===== src/rtl/iter_rotl_shifter.sv =====
// Multi-cycle left rotator / logical left shifter.
// Each SHIFT cycle moves the operand left by at most STEP bit positions, so the
// datapath needs only a narrow shift stage instead of a full barrel shifter.
// Ports:
//   clk, rst      clock and asynchronous active-high reset
//   start         request, sampled only while ready=1
//   op            0 = rotate left, 1 = logical shift left (zero fill)
//   A, SH         operand and shift amount, captured on an accepted start
//   ready         state is IDLE or DONE (decoded from the state)
//   busy          state is SHIFT (decoded from the state)
//   done          registered one-cycle pulse on entry to DONE
//   F             registered result, held until the next DONE entry
module iter_rotl_shifter #(
  parameter int unsigned WIDTH = 32,
  parameter int unsigned SH_W  = 5,
  parameter int unsigned STEP  = 4
) (
  input  logic             clk,
  input  logic             rst,
  input  logic             start,
  input  logic             op,
  input  logic [WIDTH-1:0] A,
  input  logic [SH_W-1:0]  SH,
  output logic             ready,
  output logic             busy,
  output logic             done,
  output logic [WIDTH-1:0] F
);

  typedef enum logic [1:0] {
    IDLE  = 2'd0,
    SHIFT = 2'd1,
    DONE  = 2'd2
  } state_t;

  state_t           state, state_d;
  logic [WIDTH-1:0] acc, acc_d;
  logic [SH_W-1:0]  cnt, cnt_d;
  logic             op_q, op_d;
  logic [WIDTH-1:0] f_d;
  logic             done_d;
  logic [SH_W-1:0]  k;
  logic [SH_W:0]    rsh;
  logic [WIDTH-1:0] shifted;

  // Status flags decode the state directly.
  assign ready = (state == IDLE) || (state == DONE);
  assign busy  = (state == SHIFT);

  // State and datapath registers.
  always_ff @(posedge clk or posedge rst) begin
    if (rst) begin
      state <= IDLE;
      acc   <= '0;
      cnt   <= '0;
      op_q  <= 1'b0;
      F     <= '0;
      done  <= 1'b0;
    end else begin
      state <= state_d;
      acc   <= acc_d;
      cnt   <= cnt_d;
      op_q  <= op_d;
      F     <= f_d;
      done  <= done_d;
    end
  end

  // Next-state and datapath logic.
  always_comb begin
    state_d = state;
    acc_d   = acc;
    cnt_d   = cnt;
    op_d    = op_q;
    f_d     = F;
    done_d  = 1'b0;
    // Step size for this cycle; the STEP constant is only narrowed when it is
    // known to be smaller than cnt, so it always fits in SH_W bits.
    if (32'(cnt) <= STEP) k = cnt;
    else                  k = SH_W'(STEP);
    // k is non-zero whenever the rotate result is used, so rsh < WIDTH.
    rsh     = (SH_W+1)'(WIDTH) - (SH_W+1)'(k);
    shifted = op_q ? (acc << k) : ((acc << k) | (acc >> rsh));

    case (state)
      IDLE, DONE: begin
        if (start) begin
          acc_d = A;
          cnt_d = SH;
          op_d  = op;
          if (SH == '0) begin
            f_d     = A;
            state_d = DONE;
            done_d  = 1'b1;
          end else begin
            state_d = SHIFT;
          end
        end else begin
          state_d = IDLE;
        end
      end
      SHIFT: begin
        acc_d = shifted;
        cnt_d = cnt - k;
        if (32'(cnt) <= STEP) begin
          f_d     = shifted;
          state_d = DONE;
          done_d  = 1'b1;
        end
      end
      default: state_d = IDLE;
    endcase
  end

endmodule

===== config.mk =====
export PLATFORM = sky130hd
export DESIGN_NAME = iter_rotl_shifter
export DESIGN_NICKNAME = d
export VERILOG_FILES = /design/src/rtl/iter_rotl_shifter.sv
export SDC_FILE = /design/constraint.sdc
export NUM_CORES = 1
export LEC_CHECK = 0
export ABC_CLOCK_PERIOD_IN_PS = 3650
export CAP_MARGIN = 10
export CORE_MARGIN = 2
export CORE_UTILIZATION = 65
export CTS_BUF_LIST = sky130_fd_sc_hd__clkbuf_16
export DETAILED_ROUTE_END_ITERATION = 10
export DONT_BUFFER_PORTS = 1
export PLACE_DENSITY = 0.81
export SYNTH_ARGS = -nofsm -noshare
export SYNTH_HDL_FRONTEND = slang
export SYNTH_SLANG_ARGS = --single-unit

===== constraint.sdc =====
create_clock -name clk -period 3.65 [get_ports clk]
set_input_delay 0.365 -clock clk [delete_from_list [all_inputs] [get_ports clk]]
set_output_delay 0.365 -clock clk [all_outputs]
set_load 0.005 [all_outputs]

==> flow_summary_export.csv <==
group,metric,value,unit
setup_path,crit_required,3860,ps
route,wl,16.75,mm
global_route,grt-busiest-layer,"met2",
floorplan,fp.dieH,94.07,microns
setup_path,worstPathMaxFanout,15,
route,wl_per_cell,24.03,microns
finish,fin_nets,633,
finish,final_layout_size_suffix_gt1_frac,0.1261,
synthesis,synthTopCellsByArea,"dfrtp_1, nand2_1, mux2i_1",
synthesis,synth.top_cell.area_share,0.3465,
place,placedInstanceArea,5318,sq um
route,via_count,5086,
cts,cts_tree,"built",
power,p_leak,2.344,nW
route,ant_nets,0,
timing,setup_tns,0,ps
power,p_per_area,1123,nW/um^2
setup_path,critPathCapture,"F[2]$_DFFE_PP0P_",
synthesis,ys_async_sr_fraction,1.000,
timing,period_needed,2941,ps
cts,clock_path_buffers,2,
route,dr.pass1.iters,6,
floorplan,start_util,0.6753,
place,post-dp-hpwl,11.22,mm
global_route,grt_overflow_total,0,
cts,cts_setup_buffers,0,
floorplan,die_area,8848,sq um
global_route,met2_usage,0.6137,
setup_path,start_kind,"flop",
setup_path,regToRegSetupSlack,710,ps
timing,finalCritPeriodShare,0.8056,
cts,cts_sinks,73,
setup_path,r2r-start,"cnt[2]$_DFFE_PP0P_",
synthesis,avgSynthCellArea,8.615,sq um
cts,clkLatencyLatePin,340,ps
place,gp_congestion,1.014,
setup_path,end_kind,"flop",
run,drv_cap,0,
setup_path,critPathArrivalTime,3150,ps
synthesis,yosysUniqueCellTypes,61,
route,drtIter0Drc,531,
timing,skew,13.01,ps
setup_path,criticalPathCategory,"flop to flop",
worst_hold_path,whs_path_depth,2,
synthesis,ys_ff_latch,73,
setup_path,r2r_cells,9,
timing,setup_viol,0,
route,drt_drc_violations_left,0,
cts,cts_buffers,9,
global_route,grt_pass1_vias,5033,
synthesis,ys.flop_type,"dfrtp_1",
worst_hold_path,min_path_type,"input port to flop",
global_route,grt_max_degree,48,
timing,worst_pin_slew,858.2,ps
floorplan,pin_count,76,
finish,syn2layout_area_growth,6.526,%
status,status,"completed",
global_route,antenna_found_initial,0,
setup_path,crit_start,"cnt[2]$_DFFE_PP0P_",
cts,cts-root-buf,"clkbuf_16",
power,peakVddDrop,0.5108,mV
global_route,grt_pass1_wl,26.81,mm
global_route,use_met3,0.07865,
synthesis,synth_cells,612,
synthesis,synth_edf_count,0,
finish,n_antenna_cell,0,
synthesis,synth_area,5273,sq um
floorplan,core_area,7807,sq um
timing,slew_violations,0,
floorplan,std_cell_rows,32,
finish,fin_area,5617,sq um
timing,hold_violations,0,
floorplan,fp.dieW,94.07,microns
global_route,grt.met1_usage,0.5495,
global_route,grt_use_total,0.3936,
cts,path_clk_slew,60,ps
synthesis,ys_seq_area_frac,0.3465,
timing,slew_headroom,0.4258,
timing,rsz0062_at_grt,"no",
timing,max_freq,0.3401,GHz
route,viasPerCell,7.297,
synthesis,syn_nets,655,
setup_path,reg2reg_to,"F[2]$_DFFE_PP0P_",
synthesis,yosysTopAreaCell,"dfrtp_1",
synthesis,ys_warn_count,0,
cts,h-tree-depth,3,
place,portBuffers,0,
cell type report:
class	instances	area (sq um)
fillers	604	2191
clock buffers	9	225.2
well taps	102	127.6
repair buffers	23	175.2
flip-flops and latches	73	1827
multi-input cells	475	3168
inverters	8	30.03
clock inverters	7	63.81
registers in the layout (all words and copies together) (netlist names):
register  count
F            32
acc          32
cnt           5
done          1
op_q          1
state         2
kinds of logic (layout without fill, tap and decap cells):
group           Yosys count  after routing  share of synthesized area
flops                    73             73                     0.3465
other cells               1              1                  0.0007112
buf+inv                  64             47                    0.05505
mux                      65             65                     0.1659
compound gates          204            204                     0.2478
simple gates            203            203                     0.1794
fa+ha+maj                 2              2                   0.004745
where the power goes:
| part | switching [mW] | total (mW) | internal (mW) |
|---|---|---|---|
| Clock | 0.352 | 0.875 | 0.523 |
| Sequential | 0.670 | 1.91 | 1.24 |
| Combinational | 2.07 | 3.52 | 1.45 |
per-layer routing:
metal / vias to the layer above / part of all wire
met4: 0 / 0.019
li1: 2234 / -
met3: 30 / 0.11
met1: 2475 / 0.40
met5: - / 0
met2: 347 / 0.47
through the flow:
stage	hold slack, ps	cells	util	total power [mW]	worst slack, ps
floorplan	467.3	612	-	4.381	736.0
global placement	180.4	680	0.6811	5.201	844.0
detailed placement	181.0	680	0.6811	5.326	772.2
CTS	133.0	697	0.7194	6.218	771.2
global route	153.6	697	0.7194	6.725	498.6
finish	136.0	697	0.7194	6.309	709.5
Yosys cell counts, types with 3 or more instances:
cell type	instances
buf_1	4
inv_1	6
buf_4	3
a22oi_1	5
and3_1	3
nor2b_1	3
o211ai_1	3
o22ai_1	11
clkbuf_1	33
nand2b_1	6
nand4_1	4
nor3_1	6
mux2_2	9
buf_2	13
a21oi_1	65
and2_1	4
mux4_2	17
buf_6	3
mux2i_1	39
a31oi_1	17
a221o_1	6
o221ai_1	10
a22o_1	5
dfrtp_1	73
nand3_1	19
a21boi_0	4
a21o_1	5
nand2_1	110
a32oi_1	7
a211oi_1	10
nor2_1	34
o21ai_0	36
cells in the final DEF, fill, tap and decap left out, types with 3 or more instances in the layout:
| master | instances |
|---|---|
| a211oi_1 | 10 |
| o21ai_0 | 36 |
| a21o_1 | 5 |
| nand2_1 | 110 |
| buf_4 | 22 |
| inv_1 | 7 |
| nand4_1 | 4 |
| a22o_1 | 5 |
| and3_1 | 3 |
| and2_1 | 4 |
| a21boi_0 | 4 |
| dfrtp_1 | 73 |
| o221ai_1 | 10 |
| nor3_1 | 5 |
| nor2_1 | 34 |
| o22ai_1 | 11 |
| a22oi_1 | 5 |
| a31oi_1 | 17 |
| o211ai_1 | 3 |
| a21oi_1 | 65 |
| clkbuf_16 | 9 |
| a32oi_1 | 7 |
| mux2i_1 | 39 |
| mux4_2 | 17 |
| a221o_1 | 6 |
| nand3_1 | 19 |
| nand2b_1 | 6 |
| mux2_2 | 9 |
critical path: stages, from the launching register on:
cell,delay (ps)
dfrtp_1,530
nor4b_4,360
inv_2,60
ha_1,470
buf_4,270
mux2_2,370
nand2_1,70
a31oi_1,80
a211oi_1,480
o21ai_0,140
worst min path at each step:
stage                           start                   to  slack (ps)
floorplan           F[23]$_DFFE_PP0P_    F[23]$_DFFE_PP0P_         470
global placement                  rst    F[15]$_DFFE_PP0P_         180
detailed placement                rst  acc[15]$_DFFE_PP0P_         180
CTS                                op     op_q$_DFFE_PP0P_         130
global route                       op     op_q$_DFFE_PP0P_         150
finish                             op     op_q$_DFFE_PP0P_         140
timing repair:
action                    in CTS  in global routing
gates resized for setup        0                  0
hold buffers                   1                  0
hold endpoints to repair       9                  0
Note: power is estimated with default switching activity, not from simulation.
